==> src/rtl/and2_fault_responder.sv <==
// and2_fault_responder: device-side responder for two-input AND stuck-at experiments.
// Vectors enter over valid/ready. The programmed stuck-at faults on A, B and Z are
// applied at accept, and the faulty and fault-free results travel down a LATENCY-deep
// pipeline to the response port.
module and2_fault_responder #(
    parameter int LATENCY = 2
) (
    input  logic       clk,
    input  logic       rst,
    input  logic       cfg_we,
    input  logic [5:0] cfg_data,
    output logic       cfg_rejected,
    output logic [5:0] fault_cfg,
    input  logic       vec_valid,
    output logic       vec_ready,
    input  logic       vec_a,
    input  logic       vec_b,
    output logic       rsp_valid,
    input  logic       rsp_ready,
    output logic       rsp_a,
    output logic       rsp_b,
    output logic       rsp_z,
    output logic       rsp_ideal_z,
    output logic       rsp_mismatch,
    output logic       busy,
    output logic [7:0] vec_count,
    output logic [7:0] mismatch_count
);

    // Handshake rules: a vector transfers on a rising edge where vec_valid & vec_ready,
    // a response transfers on a rising edge where rsp_valid & rsp_ready; while valid is
    // high and the transfer has not happened, the payload on that side stays stable.

    typedef struct packed {
        logic valid;
        logic a;
        logic b;
        logic z;
        logic ideal;
    } stage_t;

    stage_t             r_stage [LATENCY];
    logic [5:0]         r_fault_cfg;
    logic               r_cfg_rejected;
    logic [7:0]         r_vec_count;
    logic [7:0]         r_mismatch_count;

    logic [LATENCY-1:0] w_valid_vec;
    stage_t             w_last;
    stage_t             w_new;
    logic               w_stall;
    logic               w_vec_fire;
    logic               w_rsp_fire;
    logic               w_busy;
    logic               w_cfg_ok;
    logic               w_eff_a;
    logic               w_eff_b;
    logic               w_z;

    // 01 forces 0, 10 forces 1, 00 and the reserved 11 pass the value through.
    function automatic logic apply_fault(input logic value, input logic [1:0] code);
        case (code)
            2'b01:   return 1'b0;
            2'b10:   return 1'b1;
            default: return value;
        endcase
    endfunction

    assign w_last     = r_stage[LATENCY-1];
    assign w_stall    = w_last.valid & ~rsp_ready;
    assign w_vec_fire = vec_valid & ~w_stall;
    assign w_rsp_fire = w_last.valid & rsp_ready;
    assign w_busy     = |w_valid_vec;
    // A write may only land when nothing is in flight and no vector enters this cycle,
    // so a configuration can never change underneath an accepted vector.
    assign w_cfg_ok   = cfg_we & ~w_busy & ~w_vec_fire;

    // Faults are applied at accept time, which snapshots the configuration per vector.
    assign w_eff_a = apply_fault(vec_a, r_fault_cfg[1:0]);
    assign w_eff_b = apply_fault(vec_b, r_fault_cfg[3:2]);
    assign w_z     = apply_fault(w_eff_a & w_eff_b, r_fault_cfg[5:4]);

    // Build the head-stage payload; an empty slot carries all zeros.
    always_comb begin
        w_new = '0;
        if (vec_valid) begin
            w_new.valid = 1'b1;
            w_new.a     = w_eff_a;
            w_new.b     = w_eff_b;
            w_new.z     = w_z;
            w_new.ideal = vec_a & vec_b;
        end
    end

    for (genvar g = 0; g < LATENCY; g++) begin : g_stage
        assign w_valid_vec[g] = r_stage[g].valid;
        if (g == 0) begin : g_head
            // Head stage: capture the incoming vector unless the pipeline is stalled.
            always_ff @(posedge clk) begin
                if (rst) begin
                    r_stage[0] <= '0;
                end else if (!w_stall) begin
                    r_stage[0] <= w_new;
                end
            end
        end else begin : g_body
            // Body stage: advance from the previous stage; every stage holds on a stall.
            always_ff @(posedge clk) begin
                if (rst) begin
                    r_stage[g] <= '0;
                end else if (!w_stall) begin
                    r_stage[g] <= r_stage[g-1];
                end
            end
        end
    end

    // Configuration register, refusal pulse and saturating event counters.
    always_ff @(posedge clk) begin
        if (rst) begin
            r_fault_cfg      <= '0;
            r_cfg_rejected   <= 1'b0;
            r_vec_count      <= '0;
            r_mismatch_count <= '0;
        end else begin
            r_cfg_rejected <= cfg_we & ~w_cfg_ok;
            if (w_cfg_ok) begin
                r_fault_cfg <= cfg_data;
            end
            if (w_vec_fire && (r_vec_count != 8'hFF)) begin
                r_vec_count <= r_vec_count + 8'd1;
            end
            if (w_rsp_fire && (w_last.z != w_last.ideal) && (r_mismatch_count != 8'hFF)) begin
                r_mismatch_count <= r_mismatch_count + 8'd1;
            end
        end
    end

    assign vec_ready      = ~w_stall;
    assign rsp_valid      = w_last.valid;
    assign rsp_a          = w_last.a;
    assign rsp_b          = w_last.b;
    assign rsp_z          = w_last.z;
    assign rsp_ideal_z    = w_last.ideal;
    assign rsp_mismatch   = w_last.z ^ w_last.ideal;
    assign busy           = w_busy;
    assign fault_cfg      = r_fault_cfg;
    assign cfg_rejected   = r_cfg_rejected;
    assign vec_count      = r_vec_count;
    assign mismatch_count = r_mismatch_count;

endmodule
==> config.mk <==
export PLATFORM = sky130hd
export DESIGN_NAME = and2_fault_responder
export DESIGN_NICKNAME = d
export VERILOG_FILES = /design/src/rtl/and2_fault_responder.sv
export SDC_FILE = /design/constraint.sdc
export NUM_CORES = 1
export LEC_CHECK = 0
export BUFFER_PORTS_ARGS = -buffer_cell sky130_fd_sc_hd__buf_4
export CAP_MARGIN = 15
export CORE_MARGIN = 2
export CORE_UTILIZATION = 54
export CTS_CLUSTER_SIZE = 25
export DETAILED_ROUTE_END_ITERATION = 16
export GPL_TIMING_DRIVEN = 0
export PLACE_DENSITY = 0.9
export SLEW_MARGIN = 20
export SYNTH_ARGS = -nofsm -noshare
export SYNTH_HDL_FRONTEND = slang
export SYNTH_SLANG_ARGS = --single-unit
==> constraint.sdc <==
create_clock -name clk -period 3.2 [get_ports clk]
set_input_delay 0.8 -clock clk [delete_from_list [all_inputs] [get_ports clk]]
set_output_delay 0.8 -clock clk [all_outputs]
set_load 0.03 [all_outputs]
* Yosys cells after proc, flatten, opt, wreduce, memory -nomap -nowiden
Memory sizes are Yosys's and may differ from the RTL's. Cells that the tools add are included.
Cells by class: add/sub/neg operators 2, equal/unequal tests 9, mux-type cells 11, bitwise gates (word level) 16, reduce and logical (&&, ||, !) cells 4
Operators with widths (count):
- $add 8x1->8 const B | 2
- $ne 8x8->1 const B | 2
- $mux 5 | 3
- $and 1x1->1 | 8
- $eq 2x1->1 const B | 3
- $eq 2x2->1 const B | 3
- $pmux 1 s2 | 3
- $mux 1 | 5
- $not 1->1 | 5
- $logic_and 1x1->1 | 3
- $or 1x1->1 | 2
- $reduce_or 2->1 | 1
- $ne 1x1->1 | 1
- $xor 1x1->1 | 1
Word-level totals: register bits after elaboration 23, RAM bits 10, output and inout port bits 31, word-level logic and storage cells 47, memories 1
Memories:
- r_stage | words 2, bits a word 5, rd ports 2, clocked after Yosys merged registers in 0, wr ports 2, RTL line 42 | stage_t r_stage [LATENCY];

* Depth between registers and ports, before layout
Gate-level depths: netlist of run 1.
word-level depth 8, gate-level depth with buffers 6

* Least setup slack after synthesis of run 1
Ideal clock, no wire load.
path type input -> output, start in rsp_ready, end out vec_ready, data arrival time 1186 ps, data required time 2400 ps, setup slack 1214 ps, cell stages on the path 2, cell sequence or2b_1 -> buf_2
On the way: cells in the longest elaborated chain, start to end 3
Ends and longest elaborated chain:
- start: declaration | RTL line 19 | input logic rsp_ready,
- $not 1->1 | RTL line 70 | assign w_stall = w_last.valid & ~rsp_ready;
- $and 1x1->1 | RTL line 70
- $not 1->1 | RTL line 139 | assign vec_ready = ~w_stall;
- end: declaration | RTL line 15 | output logic vec_ready,
No other way between the ends.

* Worst setup path after layout of run 1
Same ends and word-level chain as after synthesis.

==> results of run 1 <==
## cells by family after synthesis
group | Yosys count | synth area share
buffers and inverters | 9 | 0.0360
xor gates and xnor gates | 3 | 0.0172
muxes | 7 | 0.0459
adders and majority gates | 5 | 0.0410
and+or+nand+nor | 67 | 0.239
AOI/OAI and AO/OA | 29 | 0.123
DFF | 33 | 0.498
## cell type report
type / count / area, µm²
Multi-Input combinational cell: 111 / 712
Clock buffer: 5 / 37.5
Tap cell: 31 / 38.8
Buffer: 4 / 36.3
Fill cell: 203 / 767
Sequential cell: 33 / 761
Timing Repair Buffer: 43 / 323
Inverter: 5 / 18.8
Clock inverter: 3 / 16.3
## flip-flops by register name, summed over array words and instances, names as in the netlist
signal,cells
vec_count,8
r_stage,10
fault_cfg,6
cfg_rejected,1
mismatch_count,8
## cell usage after synthesis
cell type,instances
a211o_1,1
a211oi_1,4
a21oi_1,12
a311oi_1,1
a31o_2,1
a31oi_1,1
a41o_1,1
and2_1,6
and3_1,3
and3_4,1
and4_1,1
buf_2,1
clkbuf_1,1
clkbuf_8,2
dfxtp_1,23
edfxtp_1,10
ha_1,5
inv_1,5
mux2i_1,7
nand2_1,8
nand2b_1,2
nand3_1,5
nand4_1,2
nor2_1,19
nor2b_1,2
nor3_1,7
nor3b_1,1
nor4_1,1
nor4b_4,1
o211ai_1,1
o21ai_0,4
o21ba_2,2
o31ai_1,1
or2_2,2
or2b_1,1
or3_1,4
or4_1,1
xnor2_1,2
xor2_1,1
## power breakdown
| part | switching [mW] | internal [mW] |
|---|---|---|
| Sequential | 0.0110 | 0.446 |
| Clock | 0.150 | 0.0834 |
| Combinational | 0.0700 | 0.0511 |
| Total | 0.231 | 0.580 |
## worst max-delay path, cell delays in order
cell and delay, ps:
buf_4 110, or2b_1 220, buf_2 170, buf_4 180
## worst max path at each step
stage	slack (ps)	cells past startpoint	endpoint	from
finish	910	4	vec_ready	rsp_ready
global route	880	4	vec_ready	rsp_ready
CTS	920	4	vec_ready	rsp_ready
detailed placement	930	4	vec_ready	rsp_ready
global placement	930	4	vec_ready	rsp_ready
floorplan	1210	2	vec_ready	rsp_ready
## metal layers
| layer | up-vias | part of all wire |
|---|---|---|
| li1 | 655 | - |
| met3 | 5 | 0.076 |
| met1 | 594 | 0.42 |
| met4 | 0 | 0.013 |
| met2 | 50 | 0.49 |
| met5 | - | 0 |
==> metrics, run 1 <==
Setup WS pre-CTS between 900 and 1000 ps; final hold viol count 0; # Max-Cap Violations 0; synthesized area per cell roughly 10 µm²; Detailed Place HPWL between 2000 and 2500 µm; Hold Crit Start mismatch_count[1]; top cells by area, synth dfxtp_1 (30%), edfxtp_1 (20%), nor2_1 (4.7%); WHS 496 ps; worst slew pin tran 620 ps; result of the run finished clean; core area 2710 µm²; reg2reg end mismatch_count[2]; first drt pass iteration count 4; drt wl/cell between 10 and 15 µm; CTS root buffer clkbuf_4; sequential share of the synthesized area 0.498; WL final 3300 µm; pwr/cell area between 400 and 500 nW/µm²; ANT nets after route 0; HP Class reg2reg; CTS sink count 33; WP data required 2400 ps; final setup fails 0; dominant cell type by area after synthesis dfxtp_1; initial DRC count 44; P&R area growth vs syn 27.2%; vias in the first global route 1272; DIE AREA approximately 3300 µm²; # diodes 0; Netlist cell types 39; Reg2Reg Depth 5; Worst EP arrival 1490 ps; first-pass GRT wire length around 5700 µm; slew margin rel. 0.584; Chip Width 57.2 µm; top-area cell type share of the netlist area 0.301; setup TNS 0 ps; most frequent cells in the layout buf_4 (43), dfxtp_1 (23), nor2_1 (19), a21oi_1 (12), edfxtp_1 (10); post-place instance area 1890 µm²; M1 GR Usage 0.276; Max Clock Freq 438 MHz; hold_buf cts 0; met3 Resource Use GR 0.0522; Longest Clk Path Bufs 2; TritonCTS Buffers 5; crit end category output port; Tcrit/Tclk final 0.714; Total Power about 0.8 mW; IO Port Bufs 43; Cell Rows 19; clock transition at the registers of the reported paths around 110 ps; CP Launch Type input pin; P_leak 0.844 nW; Vias roughly 1300; TritonCTS clock tree done; Post-Syn Area 1530 µm²; # Post-CTS Setup Buffers 0; height of the die 57.2 µm; Final Critical Period 2290 ps; total grt overflow 0; Final #Nets 221; Seq cells post-synth 33; Post-CTS Resized 0; Most Crowded Layer GR met2; critical path class in2out; RSZ-0062 raised after global routing false; global-route usage over all layers 0.227; Final Max Slew Viols 0; flop2flop setup slack 1360 ps; Worst Path Max Fanout 8; Hold Path End mismatch_count[1]; worst skew pair latency 350 ps; fin area 1940 µm²; Mapped Nets 171; largest net degree at the start of global routing 12; Ys Warns 0; placed cells between 200 and 250; Vias/cell 5.55; Starting Density 0.564; Core Util, Final 0.717; Non-Filler Instances 235; GP Congestion 0.759; setup ws final about 910 ps; Post-Syn Instances roughly 150; reg2reg start mismatch_count[0]; most common cell after layout, fill and taps aside buf_4; Ports 44; WHS Path Cells 2; Peak supply drop between 0.0002 and 0.0003 V; Global Route met2 Usage 0.376; share of cells above drive strength 1 0.299; Post-route DRC 0; clk_skew ~9.6 ps; H-Tree Level Count 2; antenna violations before repair 0
Note: power is estimated with default switching activity, not from simulation.
==> inputs of run 2 (changes only) <==
--- a/config.mk
+++ b/config.mk
@@ -8,11 +8,11 @@
 export BUFFER_PORTS_ARGS = -buffer_cell sky130_fd_sc_hd__buf_4
 export CAP_MARGIN = 15
 export CORE_MARGIN = 2
-export CORE_UTILIZATION = 54
+export CORE_UTILIZATION = 46
 export CTS_CLUSTER_SIZE = 25
 export DETAILED_ROUTE_END_ITERATION = 16
 export GPL_TIMING_DRIVEN = 0
-export PLACE_DENSITY = 0.9
+export PLACE_DENSITY = 0.82
 export SLEW_MARGIN = 20
 export SYNTH_ARGS = -nofsm -noshare
 export SYNTH_HDL_FRONTEND = slang
==> constraint.sdc (replaced) <==
create_clock -name clk -period 1.85 [get_ports clk]
set_input_delay 0.4625 -clock clk [delete_from_list [all_inputs] [get_ports clk]]
set_output_delay 0.4625 -clock clk [all_outputs]
set_load 0.03 [all_outputs]
==> run 2 against run 1 <==
Net effect: via count increased by 1.2%; design area increased by 3.7%; sequential share of layout area decreased by 1.4 points; routed wire length decreased by 1.5%; clock-buffer cell count increased by 2; critical path depth decreased by 1; final cell count increased by 6.4%; first-iteration DRC count decreased by 9.1%; register-to-register slack got worse by 1300 ps; sequential cell count unchanged; utilization decreased by 6.7 points; global-route usage decreased by 4.0 points; critical path type is now reg2out; largest power group unchanged.
==> metrics, run 2 (synthesized netlist as in run 1, its figures left out) <==
CTS sink count 33 (unchanged); result of the run finished clean; Vias/cell 5.28 (-4.8%); first-pass GRT wire length 5160 µm (-9.2%); first drt pass iteration count 4 (unchanged); Worst Path Max Fanout 5 (-3); most common cell after layout, fill and taps aside buf_4; pwr/cell area 690 nW/µm² (+65%); Total Power 1.39 mW (+71%); met3 Resource Use GR 0.0588 (+0.00667); ANT nets after route 0 (unchanged); TritonCTS clock tree done; TritonCTS Buffers 5 (unchanged); flop2flop setup slack 100 ps (-1260 ps); clock transition at the registers of the reported paths 90 ps (-20 ps); drt wl/cell 13.0 µm (-7.4%); Detailed Place HPWL 2380 µm (-3.9%); Cell Rows 20 (+1); CP Launch Type flip-flop; final setup fails 0 (unchanged); Max Clock Freq 570 MHz; # Max-Cap Violations 0 (unchanged); Ports 44 (unchanged); P_leak 0.855 nW (+1.4%); Starting Density 0.492 (-0.0714); P&R area growth vs syn 31.9%; core area 3100 µm² (+14%); Worst EP arrival 1290 ps (-200 ps); IO Port Bufs 43 (unchanged); Non-Filler Instances 250 (+6.4%); Largest Register r_stage; WP data required 1390 ps (-1010 ps); WL final 3260 µm (-1.5%); Post-route DRC 0 (unchanged); most frequent cells in the layout buf_4 (45), dfxtp_1 (23), nor2_1 (19), a21oi_1 (12), edfxtp_1 (10); Vias 1320 (+1.2%); WHS Path Cells 3 (+1); vias in the first global route 1249 (-1.8%); H-Tree Level Count 2 (unchanged); M1 GR Usage 0.217 (-0.0595); Setup WS pre-CTS 40.9 ps (-887 ps); crit end category output port; Tcrit/Tclk final 0.949; CTS root buffer clkbuf_4; largest net degree at the start of global routing 11 (-1); Most Crowded Layer GR met2; critical path class reg2out; max reg flops 10 (unchanged); placed cells 240 (+5.7%); initial DRC count 40 (-9.1%); final hold viol count 0 (unchanged); HP Class in2reg; Chip Width 61.6 µm (+7.8%); DIE AREA 3800 µm² (+16%); # diodes 0 (unchanged); share of cells above drive strength 1 0.320 (+0.0214); Global Route met2 Usage 0.317 (-0.0587); Reg2Reg Depth 5 (unchanged); WHS 367 ps (-129 ps); total grt overflow 0 (unchanged); antenna violations before repair 0 (unchanged); setup ws final 94.2 ps (-820 ps); RSZ-0062 raised after global routing true; height of the die 61.6 µm (+7.8%); GP Congestion 0.858 (+13%); hold_buf cts 0 (unchanged); global-route usage over all layers 0.187 (-0.0396); Final Critical Period 1760 ps; Final Max Slew Viols 0 (unchanged); worst skew pair latency 320 ps (-30 ps); Longest Clk Path Bufs 2 (unchanged); clk_skew 9.08 ps (-0.510 ps); slew margin rel. 0.574 (-0.00975); Final #Nets 223 (+0.90%); Peak supply drop 0.000638 V (+110%); worst slew pin tran 636 ps (+15.7 ps)
[run 2: cell types whose count changed in the layout (fill, tap and decap cells not counted), sizes merged]
cell,previous run,this run
buf,44,46
clkbuf,8,10
clkinv,2,1
inv,6,5
[run 2: metal layers]
metal,vias up,wire length (µm)
met4,0,69
met1,608,1380
met3,10,187
li1,657,-
met5,-,0
met2,45,1620
[run 2: worst paths after layout]
check	end	start
worst min-delay path	fault_cfg[4]	cfg_data[4]
worst max-delay path	rsp_mismatch	r_stage[1][1]
worst min register to register	mismatch_count[1]	mismatch_count[1]
worst max register to register	mismatch_count[5]	mismatch_count[0]
[run 2: layout make-up]
class                      instances  area (µm²)
clock buffer                       7        45.0
sequential                        33         761
tap                               44        55.1
timing repair buffer              46         349
buffer                             3        31.3
clock inverter                     1        5.00
multi-input combinational        111         751
fill                             276        1090
inverter                           5        18.8
[run 2: per-stage QoR]
step	TNS, ps	cell area [µm²]	util
3_5_place_dp	0	1910	0.614
3_3_place_gp	0	1910	0.614
6_report	0	2020	0.650
2_1_floorplan	0	1530	-
5_1_grt	-0.918	2020	0.650
4_1_cts	0	1980	0.638
[run 2: critical path: stages, from the launching register on]
cell and delay [ps]:
edfxtp_1 490, xnor2_4 270, inv_1 80, buf_6 140
[run 2: where the power goes]
part | total, mW | internal [mW] | switching (mW)
clock | 0.373 | 0.148 | 0.225
sequential | 0.791 | 0.771 | 0.0199
combinational | 0.227 | 0.100 | 0.127
[run 2: what timing repair did]
action | in CTS | in global routing
setup buffers | 2 | 1
pin swaps | 0 | 1
endpoints found under the setup margin | 2 | 5
gates resized for setup | 1 | 6
